### config.mk
export PLATFORM = sky130hd
export DESIGN_NAME = pipe_phy_control
export DESIGN_NICKNAME = d
export VERILOG_FILES = /design/src/rtl/pipe_pkg.sv /design/src/rtl/pipe_latency_timer.sv /design/src/rtl/pipe_phy_control.sv
export SDC_FILE = /design/constraint.sdc
export NUM_CORES = 1
export LEC_CHECK = 0
export BUFFER_PORTS_ARGS = -buffer_cell sky130_fd_sc_hd__buf_2
export CORE_UTILIZATION = 52
export DETAILED_ROUTE_END_ITERATION = 16
export PLACE_DENSITY = 0.76
export SLEW_MARGIN = 20
export SYNTH_ARGS = -nofsm -noshare
export SYNTH_HDL_FRONTEND = slang
export SYNTH_SLANG_ARGS = --single-unit
### constraint.sdc
create_clock -name pclk -period 2.75 [get_ports pclk]
set_input_delay 0.1375 -clock pclk [delete_from_list [all_inputs] [get_ports pclk]]
set_output_delay 0.1375 -clock pclk [all_outputs]
set_load 0.03 [all_outputs]
### src/rtl/pipe_pkg.sv
// pipe_pkg: shared power-state, RxStatus and FSM encodings for the PIPE PHY responder
package pipe_pkg;
    localparam logic [3:0] P0  = 4'd0;
    localparam logic [3:0] P0s = 4'd1;
    localparam logic [3:0] P1  = 4'd2;
    localparam logic [3:0] P2  = 4'd3;
    localparam logic [2:0] RXS_OK       = 3'b000;
    localparam logic [2:0] RXS_DETECTED = 3'b011;
    typedef enum logic [2:0] {
        RESET_WAIT,
        IDLE,
        PD_CHANGE,
        DETECT_RUN,
        DETECT_DONE
    } state_t;
endpackage

### src/rtl/pipe_latency_timer.sv
// pipe_latency_timer: 8-bit loadable down-counter with zero flag, shared by all timed states
module pipe_latency_timer (
    input  logic       clk,
    input  logic       rst,
    input  logic       load,
    input  logic [7:0] load_val,
    output logic       zero
);
    logic [7:0] count;
    // load has priority; otherwise count down and park at zero
    always_ff @(posedge clk) begin
        if (rst)
            count <= '0;
        else if (load)
            count <= load_val;
        else if (count != 8'd0)
            count <= count - 8'd1;
    end
    assign zero = (count == 8'd0);
endmodule

### src/rtl/pipe_phy_control.sv
// pipe_phy_control: PHY-side PIPE responder producing PhyStatus/RxStatus for power changes and receiver detect
module pipe_phy_control
    import pipe_pkg::*;
#(
    parameter int number_of_lanes = 4,
    parameter int RESET_LAT       = 16,
    parameter int POWER_LAT       = 4,
    parameter int DETECT_LAT      = 8
) (
    input  logic                       pclk,
    input  logic                       reset,
    input  logic [3:0]                 PowerDown,
    input  logic                       TxDetectRx_Loopback,
    input  logic                       TxElecIdle,
    input  logic [number_of_lanes-1:0] rx_present,
    output logic                       PhyStatus,
    output logic [2:0]                 RxStatus,
    output logic [number_of_lanes-1:0] rx_detected,
    output logic [3:0]                 power_state,
    output logic                       tx_idle_out
);
    state_t                     state, state_n;
    logic                       released;
    logic                       phy_n;
    logic [2:0]                 rxs_n;
    logic [number_of_lanes-1:0] det_n;
    logic [3:0]                 ps_n, target, target_n;
    logic                       load, zero;
    logic [7:0]                 load_val;

    pipe_latency_timer u_timer (
        .clk      (pclk),
        .rst      (reset),
        .load     (load),
        .load_val (load_val),
        .zero     (zero)
    );

    // state and output registers; released marks the first edge after reset deasserts
    always_ff @(posedge pclk) begin
        if (reset) begin
            state       <= RESET_WAIT;
            released    <= 1'b0;
            PhyStatus   <= 1'b1;
            RxStatus    <= RXS_OK;
            rx_detected <= '0;
            power_state <= P1;
            target      <= P1;
            tx_idle_out <= 1'b1;
        end else begin
            state       <= state_n;
            released    <= 1'b1;
            PhyStatus   <= phy_n;
            RxStatus    <= rxs_n;
            rx_detected <= det_n;
            power_state <= ps_n;
            target      <= target_n;
            tx_idle_out <= TxElecIdle | power_state[1];
        end
    end

    // next-state, timer control and next output values
    always_comb begin
        state_n  = state;
        phy_n    = 1'b0;
        rxs_n    = RxStatus;
        det_n    = rx_detected;
        ps_n     = power_state;
        target_n = target;
        load     = 1'b0;
        load_val = 8'd0;
        case (state)
            RESET_WAIT: begin
                if (!released) begin
                    load     = 1'b1;
                    load_val = 8'(RESET_LAT - 1);
                    phy_n    = 1'b1;
                end else if (zero)
                    state_n = IDLE;
                else
                    phy_n = 1'b1;
            end
            IDLE: begin
                if (PowerDown <= P2 && PowerDown != power_state) begin
                    load     = 1'b1;
                    load_val = 8'(POWER_LAT - 1);
                    target_n = PowerDown;
                    state_n  = PD_CHANGE;
                end else if (TxDetectRx_Loopback && power_state == P1 && TxElecIdle) begin
                    load     = 1'b1;
                    load_val = 8'(DETECT_LAT - 1);
                    state_n  = DETECT_RUN;
                end
            end
            PD_CHANGE: begin
                if (zero) begin
                    ps_n    = target;
                    phy_n   = 1'b1;
                    state_n = IDLE;
                end
            end
            DETECT_RUN: begin
                if (zero) begin
                    det_n   = rx_present;
                    rxs_n   = |rx_present ? RXS_DETECTED : RXS_OK;
                    phy_n   = 1'b1;
                    state_n = DETECT_DONE;
                end
            end
            DETECT_DONE: begin
                if (!TxDetectRx_Loopback) begin
                    rxs_n   = RXS_OK;
                    state_n = IDLE;
                end
            end
            default: state_n = RESET_WAIT;
        endcase
    end
endmodule

==> results of run 1 <==
[stage by stage]
| step | std cells | setup slack, ns | cell area, µm² | total power [µW] |
|---|---|---|---|---|
| finish | 186 | 0.600 | 1380 | 801 |
| global route | 186 | 0.539 | 1380 | 848 |
| global placement | 182 | 0.720 | 1350 | 634 |
| detailed placement | 182 | 0.653 | 1350 | 641 |
| floorplan | 135 | 0.729 | 1220 | 593 |
| CTS | 186 | 0.632 | 1380 | 806 |
[layer usage]
| metal | share of wire [%] | wire, µm | GRT usage, % | up-vias |
|---|---|---|---|---|
| li1 | - | - | - | 515 |
| met1 | 48 | 1200 | 27.3 | 472 |
| met2 | 48 | 1190 | 35.6 | 28 |
| met3 | 4.0 | 100 | 4.24 | 2 |
| met4 | 0.52 | 13 | 8.80 | 0 |
| met5 | 0 | 0 | 0 | - |
[logic make-up (layout without fill, tap and decap cells)]
group	Yosys count	after routing	share of synthesized area (%)
XOR/XNOR	6	6	4.32
flip-flops	27	27	44.4
AND/OR/NAND/NOR	56	56	25.6
AO/OA/AOI/OAI	24	24	12.1
other	1	1	0.308
multiplexers	9	9	7.41
adder cells (fa/ha/maj)	2	2	2.06
buffers and inverters	10	33	3.70
[cell usage in the layout (no fill, tap or decap), drive strengths merged, types with 5 or more instances in the layout]
cell / instances
mux2i: 9
nand2: 10
inv: 5
a21oi: 13
nand3: 7
dfxtp: 27
buf: 24
nor2: 22
[power groups by stage]
| stage | registers (µW) | clock network [µW] | logic [µW] |
|---|---|---|---|
| after floorplan | 441 | 0 | 152 |
| after global placement | 445 | 0 | 189 |
| after detailed placement | 446 | 0 | 195 |
| after CTS | 438 | 172 | 196 |
| after global routing | 442 | 189 | 217 |
| final | 439 | 165 | 197 |
[worst paths after layout]
check	slack (ns)	depth (start not counted)	to
worst max-delay path	0.60	5	u_timer.count[5]$_SDFFE_PP0P_
worst max register to register	0.60	5	u_timer.count[5]$_SDFFE_PP0P_
worst min-delay path	0.04	2	tx_idle_out$_SDFF_PP1_
worst min register to register	0.47	2	target[0]$_SDFFE_PP0P_
[registers in the layout, indices dropped and copies added (netlist names)]
register and flops:
released 1, PhyStatus 1, target 4, tx_idle_out 1
power_state 4, u_timer.count 8, rx_detected 4, state 3
RxStatus 1
[cell type report]
class	count	area, µm²
well taps	28	35.0
inverters	5	18.8
fillers	203	837
flip-flops and latches	27	541
clock buffers	3	22.5
multi-input cells	98	631
clock inverters	1	5.00
repair buffers	24	123
==> results_dict.tcl, run 1 <==
set metrics [dict create \
    synth_nets 149 \
    swShare_pct 30.3 \
    drt-total-wl_um 2500 \
    p_comb_share_pct 24.6 \
    drv_cap 0 \
    min_period_ns 2.15 \
    async_flop_share_pct 0 \
    yosysTopAreaCell "dfxtp_1" \
    dieArea_um2 2540 \
    worstSetupStartpoint "power_state[0]$_SDFFE_PP0P_" \
    max-slew-margin-rel_pct 52.7 \
    first_iter_violations 27 \
    placementRows 17 \
    yosys.area.top_type_share_pct 44.4 \
    holdCritPathClass "input port to flip-flop" \
    io_buffers 23 \
    design.core.area_um2 2210 \
    setup.worst_path.end_class "flip-flop" \
    initial_core_util_pct 55.0 \
    power.density_nw_per_um2 583 \
    slowest_delay_ns 0.65 \
    cts_tree "done" \
    final_nets 173 \
    grt_pass1_vias 998 \
    power_frac_seq_pct 54.8 \
    internal-power_uw 558 \
    antenna_cells 0 \
    synth_commonest_cells "27 x dfxtp_1, 22 x nor2_1, 13 x a21oi_1, 10 x nand2_1, 9 x mux2i_1" \
    io_pins 25 \
    crit_arrival_ns 2.42 \
    cts_sinks 27 \
    vias 1017 \
    htreeDepth 1 \
    switchingPower_uw 243 \
    slew_violations 0 \
    required_ns 3.02 \
    worstSkewPairLatency_ns 0.32 \
    die_h_um 50.4 \
    synth-edff-count 0 \
    syn_avg_cell_area_um2 9.01 \
    syn2layout_area_growth_pct 13.1 \
    cp_num_buf_inv 0 \
    start_kind "flip-flop" \
    synth-seq-cells 27 \
    setup_violations 0 \
    cp_slowest_cell "o41ai_1" \
    cts_resized 0 \
    dr.pass1.iters 4 \
    postCtsSetupBuffers 0 \
    cpLargestDelayFamily "compound AO/OA/AOI/OAI gates" \
    crit_type "flip-flop to flip-flop" \
    fin_tns_setup_ns 0 \
    cts-root-buf "clkbuf_4" \
    clk_pin_slew_ns 0.14 \
    leakage_uw 0.000624 \
    timing.hold.ws_ns 0.0360 \
    min_period_over_period_pct 78.2 \
    worst-slew-pin-transition_ns 0.700 \
    ctsHoldBuffers 0 \
    final_util_pct 62.2 \
    grt-ovfl-total 0 \
    grt.total_usage_pct 21.5 \
    yosys_warnings 0 \
    synth_area_um2 1220 \
    synth_most_common_cell "dfxtp_1" \
    fmax_ghz 0.465 \
    synth.area.top_cells "dfxtp_1 44%, mux2i_1 7.4%, nor2_1 6.8%" \
    synthFlopType "dfxtp_1" \
    holdCritStartpoint "TxElecIdle" \
    ctsLongestPathBuffers 2 \
    yosysUniqueCellTypes 39 \
    drcViolationCount 0 \
    ant_nets 0 \
    via_per_inst 5.47 \
    hpwl_um 1900 \
    place.gp.congestion 0.886 \
    r2r-start "power_state[0]$_SDFFE_PP0P_" \
    routedWlPerCell_um 13.4 \
    synth_cells 135 \
    final.setup_skew_ns 0.00430 \
    cts_made_buffers 3 \
    drive_above_1_share_pct 24.1 \
    rsz0062_at_grt "no" \
    path_max_fanout 4 \
    die_width_um 50.4 \
    yosysSeqAreaShare_pct 44.4 \
    grt_max_degree 21 \
    power_frac_clock_pct 20.7 \
    hold_viol 0 \
    status "finished, final reports clean" \
    worstPathCellList "xor2_1 -> o41ai_1 -> a21oi_1 -> or3b_2 -> nor2_1" \
    antenna_found_initial 0 \
    grt_first_pass_wirelength_um 4220 \
    irDropWorstVdd_mv 0.391 \
]
Note: power is estimated with default switching activity, not from simulation.
==> inputs of run 2 (changes only) <==
Settings changed: CORE_UTILIZATION 52 to 47, PLACE_DENSITY 0.76 to 0.73.
Clock period 2.75 ns to 1.75 ns, I/O delays scaled along.
==> run 2 against run 1 <==
  * The flow now finishes with violations (negative setup slack)
  * Combinational power increased by 92%
  * Worst hold slack got worse by 0.024 ns
  * Fmax increased by 17%
  * First-iteration DRC count decreased by 63%
  * Sequential power increased by 56%
  * Total power increased by 68%
  * Worst setup slack got worse by 0.68 ns
  * Global-route usage decreased by 0.55 points
  * Die area increased by 10%
  * Non-clock buffer count increased by 13
  * Critical path type unchanged
==> results_dict.tcl, run 2 (same netlist as run 1, synthesis figures left out) <==
set metrics [dict create \
    htreeDepth 1 \
    initial_core_util_pct 49.5 \
    dieArea_um2 2800 \
    drv_cap 0 \
    drcViolationCount 0 \
    power.density_nw_per_um2 876 \
    syn2layout_area_growth_pct 26.2 \
    top_layer_used "met4" \
    hold_viol 0 \
    first_iter_violations 10 \
    path_max_fanout 7 \
    grt.total_usage_pct 21.0 \
    clk_pin_slew_ns 0.15 \
    cts_tree "done" \
    antenna_cells 0 \
    ctsLongestPathBuffers 2 \
    grt_first_pass_wirelength_um 4240 \
    worstSkewPairLatency_ns 0.33 \
    final_nets 186 \
    final.setup_skew_ns 0.0130 \
    r2r-start "u_timer.count[5]$_SDFFE_PP0P_" \
    timing.hold.ws_ns 0.0116 \
    met1_length_um 1220 \
    setup.worst_path.end_class "flip-flop" \
    slew_violations 0 \
    min_period_over_period_pct 105 \
    holdCritStartpoint "rx_present[3]" \
    violations "negative setup slack" \
    top_register "u_timer.count" \
    preCtsSetupSlack_ns -0.0619 \
    min_period_ns 1.83 \
    largest_register_ffs 8 \
    place_area_um2 1430 \
    dr_wl_met3_um 61 \
    crit_arrival_ns 2.11 \
    setup_ws_ns -0.0807 \
    postCtsSetupBuffers 0 \
    grt_max_degree 21 \
    hold_depth 3 \
    io_pins 25 \
    status "finished, violations left" \
    routedWlPerCell_um 12.9 \
    drt-total-wl_um 2590 \
    setup_violations 15 \
    irDropWorstVdd_mv 0.612 \
    holdCritPathClass "input port to flip-flop" \
    cts_made_buffers 3 \
    crit_type "flip-flop to flip-flop" \
    grt_pass1_vias 975 \
    r2r_cells 6 \
    via_per_inst 5.27 \
    worst-slew-pin-transition_ns 0.538 \
    design.core.area_um2 2450 \
    antenna_found_initial 0 \
    grt-ovfl-total 0 \
    wl_met2_um 1250 \
    finalInstanceArea_um2 1540 \
    leakage_uw 0.000725 \
    dr.pass1.iters 4 \
    layout.cells.non_filler 201 \
    required_ns 2.03 \
    cts-root-buf "clkbuf_4" \
    hpwl_um 1960 \
    place.gp.congestion 0.879 \
    num-fill-cells 227 \
    total_power_uw 1340 \
    cts_sinks 27 \
    placementRows 18 \
    start_kind "flip-flop" \
    max-slew-margin-rel_pct 64.1 \
    layout_common_cells "23 x dfxtp_1, 23 x buf_2, 22 x nor2_1" \
    die_width_um 52.9 \
    worstHoldEndpoint "rx_detected[3]$_SDFFE_PP0P_" \
    place_inst 192 \
    die_h_um 52.9 \
    ant_nets 0 \
    r2r_end "RxStatus[0]$_SDFFE_PP0P_" \
    drive_above_1_share_pct 32.2 \
    io_buffers 23 \
    vias 1060 \
    rsz0062_at_grt "yes" \
    rrSetupSlack_ns -0.08 \
    fmax_ghz 0.546 \
]
## run 2: cell types whose count changed in the layout (fill, tap and decap cells not counted), sizes merged
cell	before	now
buf	24	32
clkinv	1	0
clkinvlp	0	1
dlygate4sd3	0	5
## run 2: layout make-up
class                           instances  area (µm²)  share of cell area [%]
Clock buffer                            3        22.5                    1.47
Clock inverter                          1        7.51                   0.489
Inverter                                5        18.8                    1.22
Multi-Input combinational cell         98         667                    43.4
Sequential cell                        27         546                    35.5
Tap cell                               30        37.5                    2.44
Timing Repair Buffer                   37         236                    15.4
## run 2: repair_timing
action	CTS	global route
resized for setup	1	7
pin swaps	0	2
endpoints found under the setup margin	16	21
hold endpoints to repair	5	0
hold buffers	5	0
## run 2: how the worst max path moves through the flow
stage / cells after the start / end / from
final: 6 / RxStatus[0]$_SDFFE_PP0P_ / u_timer.count[5]$_SDFFE_PP0P_
after global routing: 6 / RxStatus[0]$_SDFFE_PP0P_ / u_timer.count[5]$_SDFFE_PP0P_
after CTS: 6 / RxStatus[0]$_SDFFE_PP0P_ / u_timer.count[5]$_SDFFE_PP0P_
after detailed placement: 6 / RxStatus[0]$_SDFFE_PP0P_ / u_timer.count[5]$_SDFFE_PP0P_
after global placement: 6 / RxStatus[0]$_SDFFE_PP0P_ / u_timer.count[5]$_SDFFE_PP0P_
after floorplan: 4 / PhyStatus$_SDFF_PP1_ / u_timer.count[5]$_SDFFE_PP0P_
## run 2: routing by layer
metal,vias to the layer above,track usage [%]
met5,-,0
met4,0,13.2
met3,8,3.45
met2,24,33.1
met1,486,26.3
li1,542,-
## run 2: report_power, final
part | switching [µW] | internal (µW) | leakage (µW) | total (µW)
clock | 191 | 87.6 | 0.0000139 | 279
sequential | 35.2 | 652 | 0.000220 | 687
combinational | 191 | 188 | 0.000491 | 379
## run 2: per-stage QoR
step	util [%]	TNS, ns
2_1_floorplan	-	-1.31
3_3_place_gp	58.2	-0.256
3_5_place_dp	58.2	-0.474
4_1_cts	61.5	-0.696
5_1_grt	62.5	-1.75
6_report	62.5	-0.441
## run 2: critical path, stage by stage, from the launching register on
cell	delay, ns
dfxtp_2	0.34
or4_4	0.56
nor4b_4	0.23
buf_6	0.16
nand3_4	0.13
or2_0	0.24
a21oi_1	0.11
